### src/rtl/multicycle_pkg.sv
// Shared types for the multicycle datapath and its controller.
//   state_e    : datapath sequencing states
//   sel_e      : decoded operand select
//   decode_sel : maps the controller's {s0,s1,s2} to sel_e; unknown or illegal codes
//                with s0 set decode to SelBad
package multicycle_pkg;

  typedef enum logic [1:0] {StIdle, StRun, StHold} state_e;

  typedef enum logic [2:0] {SelA, SelB, SelC, SelD, SelBad} sel_e;

  function automatic sel_e decode_sel(input logic s0, input logic s1, input logic s2);
    sel_e sel;
    sel = SelBad;
    case (s0)
      1'b0: sel = SelA;
      1'b1: begin
        case ({s1, s2})
          2'b00:   sel = SelB;
          2'b10:   sel = SelC;
          2'b01:   sel = SelD;
          default: sel = SelBad;
        endcase
      end
      default: sel = SelBad;
    endcase
    return sel;
  endfunction

endpackage

### src/rtl/multicycle_operand_mux.sv
// Operand selector for the multicycle datapath.
//   op_a..op_d : captured operands
//   s0, s1, s2 : controller select lines
//   operand    : selected operand (0 on an illegal select)
//   is_load    : select is A, so the accumulator is loaded rather than stepped
//   sel_bad    : select is illegal
module multicycle_operand_mux
  import multicycle_pkg::*;
#(
  parameter int unsigned WIDTH = 8
) (
  input  logic [WIDTH-1:0] op_a,
  input  logic [WIDTH-1:0] op_b,
  input  logic [WIDTH-1:0] op_c,
  input  logic [WIDTH-1:0] op_d,
  input  logic             s0,
  input  logic             s1,
  input  logic             s2,
  output logic [WIDTH-1:0] operand,
  output logic             is_load,
  output logic             sel_bad
);

  sel_e sel;

  always_comb begin
    sel     = decode_sel(s0, s1, s2);
    operand = '0;
    is_load = 1'b0;
    sel_bad = 1'b0;
    case (sel)
      SelA: begin
        operand = op_a;
        is_load = 1'b1;
      end
      SelB:    operand = op_b;
      SelC:    operand = op_c;
      SelD:    operand = op_d;
      default: sel_bad = 1'b1;
    endcase
  end

endmodule

### src/rtl/multicycle_datapath.sv
// Accumulating datapath driven by the multicycle controller.
// Captures signed operands a..d on start, steps an accumulator on each enabled controller
// cycle, and presents the final value with sticky overflow / illegal-select flags on a
// valid/ready port.
//   clock, reset          : clock, asynchronous active-low reset
//   start, a, b, c, d     : operand capture request and operands
//   e, s0, s1, s2         : step enable and operand select
//   addOrSub, done        : 1 = add / 0 = subtract, end of sequence
//   busy                  : sequence in progress (RUN or HOLD)
//   result, ovf, sel_err  : final accumulator and sticky flags
//   out_valid, out_ready  : output handshake
module multicycle_datapath
  import multicycle_pkg::*;
#(
  parameter int unsigned WIDTH = 8
) (
  input  logic             clock,
  input  logic             reset,
  input  logic             start,
  input  logic [WIDTH-1:0] a,
  input  logic [WIDTH-1:0] b,
  input  logic [WIDTH-1:0] c,
  input  logic [WIDTH-1:0] d,
  input  logic             e,
  input  logic             s0,
  input  logic             s1,
  input  logic             s2,
  input  logic             addOrSub,
  input  logic             done,
  output logic             busy,
  output logic [WIDTH-1:0] result,
  output logic             ovf,
  output logic             sel_err,
  output logic             out_valid,
  input  logic             out_ready
);

  state_e           state_q;
  logic [WIDTH-1:0] op_a_q, op_b_q, op_c_q, op_d_q;
  logic [WIDTH-1:0] acc_q, result_q;
  logic             ovf_acc_q, err_acc_q;
  logic             ovf_q, sel_err_q, out_valid_q, busy_q;

  logic [WIDTH-1:0] mux_operand;
  logic             mux_load, mux_bad;

  logic [WIDTH-1:0] acc_next;
  logic             ovf_next, err_next;
  logic [WIDTH:0]   sum_ext;

  multicycle_operand_mux #(
    .WIDTH(WIDTH)
  ) u_operand_mux (
    .op_a    (op_a_q),
    .op_b    (op_b_q),
    .op_c    (op_c_q),
    .op_d    (op_d_q),
    .s0      (s0),
    .s1      (s1),
    .s2      (s2),
    .operand (mux_operand),
    .is_load (mux_load),
    .sel_bad (mux_bad)
  );

  // One guard bit: the sum is exact in WIDTH+1 bits, so overflow is simply the guard bit
  // disagreeing with the result sign. This also covers subtracting the most-negative value.
  always_comb begin
    acc_next = acc_q;
    ovf_next = ovf_acc_q;
    err_next = err_acc_q;
    sum_ext  = '0;
    if (state_q == StRun && e) begin
      if (mux_load) begin
        acc_next = mux_operand;
      end else begin
        if (addOrSub) begin
          sum_ext = {acc_q[WIDTH-1], acc_q} + {mux_operand[WIDTH-1], mux_operand};
        end else begin
          sum_ext = {acc_q[WIDTH-1], acc_q} - {mux_operand[WIDTH-1], mux_operand};
        end
        acc_next = sum_ext[WIDTH-1:0];
        ovf_next = ovf_acc_q | (sum_ext[WIDTH] ^ sum_ext[WIDTH-1]);
        err_next = err_acc_q | mux_bad;
      end
    end
  end

  always_ff @(posedge clock or negedge reset) begin
    if (!reset) begin
      state_q     <= StIdle;
      op_a_q      <= '0;
      op_b_q      <= '0;
      op_c_q      <= '0;
      op_d_q      <= '0;
      acc_q       <= '0;
      ovf_acc_q   <= 1'b0;
      err_acc_q   <= 1'b0;
      result_q    <= '0;
      ovf_q       <= 1'b0;
      sel_err_q   <= 1'b0;
      out_valid_q <= 1'b0;
      busy_q      <= 1'b0;
    end else begin
      case (state_q)
        StIdle: begin
          if (start) begin
            op_a_q    <= a;
            op_b_q    <= b;
            op_c_q    <= c;
            op_d_q    <= d;
            acc_q     <= '0;
            ovf_acc_q <= 1'b0;
            err_acc_q <= 1'b0;
            busy_q    <= 1'b1;
            state_q   <= StRun;
          end
        end
        StRun: begin
          acc_q     <= acc_next;
          ovf_acc_q <= ovf_next;
          err_acc_q <= err_next;
          if (done) begin
            result_q    <= acc_next;
            ovf_q       <= ovf_next;
            sel_err_q   <= err_next;
            out_valid_q <= 1'b1;
            state_q     <= StHold;
          end
        end
        StHold: begin
          if (out_ready) begin
            out_valid_q <= 1'b0;
            busy_q      <= 1'b0;
            state_q     <= StIdle;
          end
        end
        default: state_q <= StIdle;
      endcase
    end
  end

  assign busy      = busy_q;
  assign result    = result_q;
  assign ovf       = ovf_q;
  assign sel_err   = sel_err_q;
  assign out_valid = out_valid_q;

endmodule

### config.mk
export PLATFORM = sky130hd
export DESIGN_NAME = multicycle_datapath
export DESIGN_NICKNAME = d
export VERILOG_FILES = /design/src/rtl/multicycle_pkg.sv /design/src/rtl/multicycle_operand_mux.sv /design/src/rtl/multicycle_datapath.sv
export SDC_FILE = /design/constraint.sdc
export NUM_CORES = 1
export LEC_CHECK = 0
export ABC_CLOCK_PERIOD_IN_PS = 3910
export BUFFER_PORTS_ARGS = -buffer_cell sky130_fd_sc_hd__buf_4
export CORE_MARGIN = 10
export CORE_UTILIZATION = 45
export DETAILED_ROUTE_END_ITERATION = 10
export GPL_TIMING_DRIVEN = 1
export MAX_ROUTING_LAYER = met4
export PLACE_DENSITY = 0.66
export SYNTH_ARGS = -nofsm -noshare
export SYNTH_HDL_FRONTEND = slang
export SYNTH_SLANG_ARGS = --single-unit
### constraint.sdc
create_clock -name clock -period 3.91 [get_ports clock]
set_input_delay 0.1955 -clock clock [delete_from_list [all_inputs] [get_ports clock]]
set_output_delay 0.1955 -clock clock [all_outputs]
set_load 0.05 [all_outputs]
==> results.toml <==
[outcome]
outcome = "completed"

[logic_synthesis]
postSynthCellCount = 363
ys_warn_count = 0
synth.avg_cell_area_um2 = 8.57
synth_edf_count = 0
yosysSeqAreaShare = 0.450
syn_nets = 419
synth.distinct_cells = 45
syn_area_um2 = 3110
synthArstFlopShare = 1.00
ys_seq_elements = 56
synth_top_flop_cell = "dfrtp_1"

[timing]
setup_viol = 0
whs_ps = 59.9
slew_headroom = 0.530
tightest_slew_ps = 705
hold_viol = 0
max_freq_mhz = 276
slew_violations = 0
finalCritPeriodShare = 0.928
rsz0062_at_grt = "false"
finalSetupTns_ps = 0
setup_slack_ps = 280
fin_skew_ps = 4.98
period_minus_slack_ps = 3630

[layout]
fin_nets = 475
layoutNonFillerInstCount = 500
drive_gt1_frac = 0.212
fin_util = 0.566
num_antenna_cells = 0
area_growth_pct = 23.0
fin_area_um2 = 3830

[place]
dpl_cell_area_um2 = 3620
finalWeightedCongestion = 0.856
placedCellCount = 491
hpwl_mm = 5.63
numPortBuffers = 53
dp_slack_ps = -107

[critical_path]
crit_arrival_ps = 3860
r2r_end = "ovf_acc_q"
crit_fanout = 3
rr_startpoint = "op_c_q[1]"
cp_data_required_time_ps = 4140
worstRegToRegCells = 12
critPathLaunchType = "input pin"
cp-end-kind = "register"
reg2reg_slack_ps = 440
crit_type = "input pin to register"

[clock_tree]
post_cts_buffers = 0
clock_latency_ps = 320
clockBufferDepth = 2
cts_tree = "yes"
cts_buffers = 5
ctsHtreeMaxLevel = 2
cts-root-buf = "clkbuf_8"
clk_pin_slew_ps = 100
cts_sinks = 56

[floorplanning]
boundaryPins = 54
dieHeight_um = 103
die_area_um2 = 10600
die_w_um = 103
initial_core_util = 0.461
core_area_um2 = 6760
rows = 30

[job]
timing.max_cap.violations = 0

[global_route]
track_usage = 0.151
antenna_found_initial = 0
grt_pass1_wl_mm = 12.5
grt_remaining_overflow = 0
grt_max_degree = 57
grt_pass1_vias = 2631

[power_and_ir_drop]
ir_drop_mv = 0.287
p_leak_nw = 1.96
power_density_nw_per_um2 = 800
power_mw = 3.06

[routing]
wl_per_cell_um = 15.2
via_per_inst = 5.21
final_antenna_net_count = 0
drt_iter0_markers = 105
route.detailed.drc = 0
firstDrtPassIters = 4
vias = 2607
routed_wl_mm = 7.58

[min_path]
min_delay_path_depth = 3
whs_endpoint = "op_c_q[3]"
hold_class = "input pin to register"
hp-start = "c[3]"
[cell usage in the layout (no fill, tap or decap), types with 8 or more instances in the layout]
cell type and n:
a21oi_1 18, o21ai_0 26, nor2_1 24, buf_4 61, dfrtp_1 56, inv_1 9
nand2_1 122, ha_1 11, xor2_1 8
[Yosys cell counts (2+ instances only)]
master,number,area (µm²)
nand2_1,122,458
dfrtp_1,56,1400
o21ai_0,28,140
nor2_1,25,93.8
a21oi_1,18,90.1
ha_1,13,163
clkbuf_1,12,45.0
inv_1,9,33.8
xor2_1,8,70.1
nand3_1,7,35.0
nor2b_1,7,43.8
xnor2_1,6,52.6
a221o_1,5,50.1
mux2_2,5,56.3
a211o_1,3,26.3
a31oi_1,3,18.8
nand2b_1,3,18.8
a21o_1,2,15.0
nand3b_1,2,15.0
nor3_1,2,10.0
o211ai_1,2,15.0
o21bai_1,2,15.0
[sequential cells by signal, summed over array words and instances, names as in the netlist, 2 cells and up]
name and count:
acc_q 8, op_a_q 8, op_b_q 8, op_c_q 8
op_d_q 8, result 8, state_q 2
[how the worst max path moves through the flow]
stage,startpoint,endpoint,slack [ps],depth (start not counted)
2_1_floorplan,s1,ovf_acc_q,250,17
3_3_place_gp,s1,ovf_acc_q,-8,17
3_5_place_dp,s1,ovf_acc_q,-110,18
4_1_cts,s1,ovf_acc_q,160,17
5_1_grt,s1,ovf_acc_q,50,19
6_report,s1,ovf_acc_q,280,17
[cell type report]
| cell class | count | area [µm²] |
|---|---|---|
| multi-input combinational | 284 | 1650 |
| fill | 662 | 2930 |
| clock buffer | 5 | 68.8 |
| inverter | 9 | 33.8 |
| timing repair buffer | 63 | 479 |
| tap | 80 | 100 |
| clock inverter | 3 | 90.1 |
| sequential | 56 | 1400 |
[routing by layer]
layer / GRT usage / up-vias / share of wire
met2: 0.235 / 62 / 0.45
met1: 0.195 / 1208 / 0.49
met3: 0.0375 / 5 / 0.047
met4: 0.0299 / 0 / 0.0078
li1: - / 1332 / -
met5: - / - / 0
[what timing repair did]
| item | in CTS | in global routing |
|---|---|---|
| gates resized for setup | 0 | 10 |
| hold buffers | 1 | 0 |
| hold endpoints to repair | 56 | 0 |
| setup endpoints to repair | 0 | 5 |
[report_power, final]
group / leakage, nW / switching [mW] / internal, mW / total, mW
Sequential: 0.707 / 0.165 / 0.827 / 0.992
Clock: 0.0784 / 0.193 / 0.320 / 0.513
Combinational: 1.17 / 0.913 / 0.644 / 1.56
[critical path: stages]
cell	delay, ps
buf_4	80
inv_1	50
ha_1	210
nor2_2	140
buf_6	130
mux2_2	320
a222oi_1	440
ha_2	370
nor2_1	80
a21oi_1	60
ha_1	330
a211oi_2	270
o21ai_1	150
a31oi_2	260
xnor2_2	140
xnor3_1	450
o31ai_2	180
[cell families (layout without fill, tap and decap cells)]
group | Yosys count | count (layout) | synth area share
adder cells (fa/ha/maj) | 14 | 14 | 0.0587
flip-flops | 56 | 56 | 0.450
AND/OR/NAND/NOR | 174 | 174 | 0.236
buffers and inverters | 23 | 80 | 0.0302
XOR/XNOR | 15 | 15 | 0.0466
multiplexers | 8 | 8 | 0.0298
AO/OA/AOI/OAI | 73 | 73 | 0.148
Power figures use the tool's default switching activity.
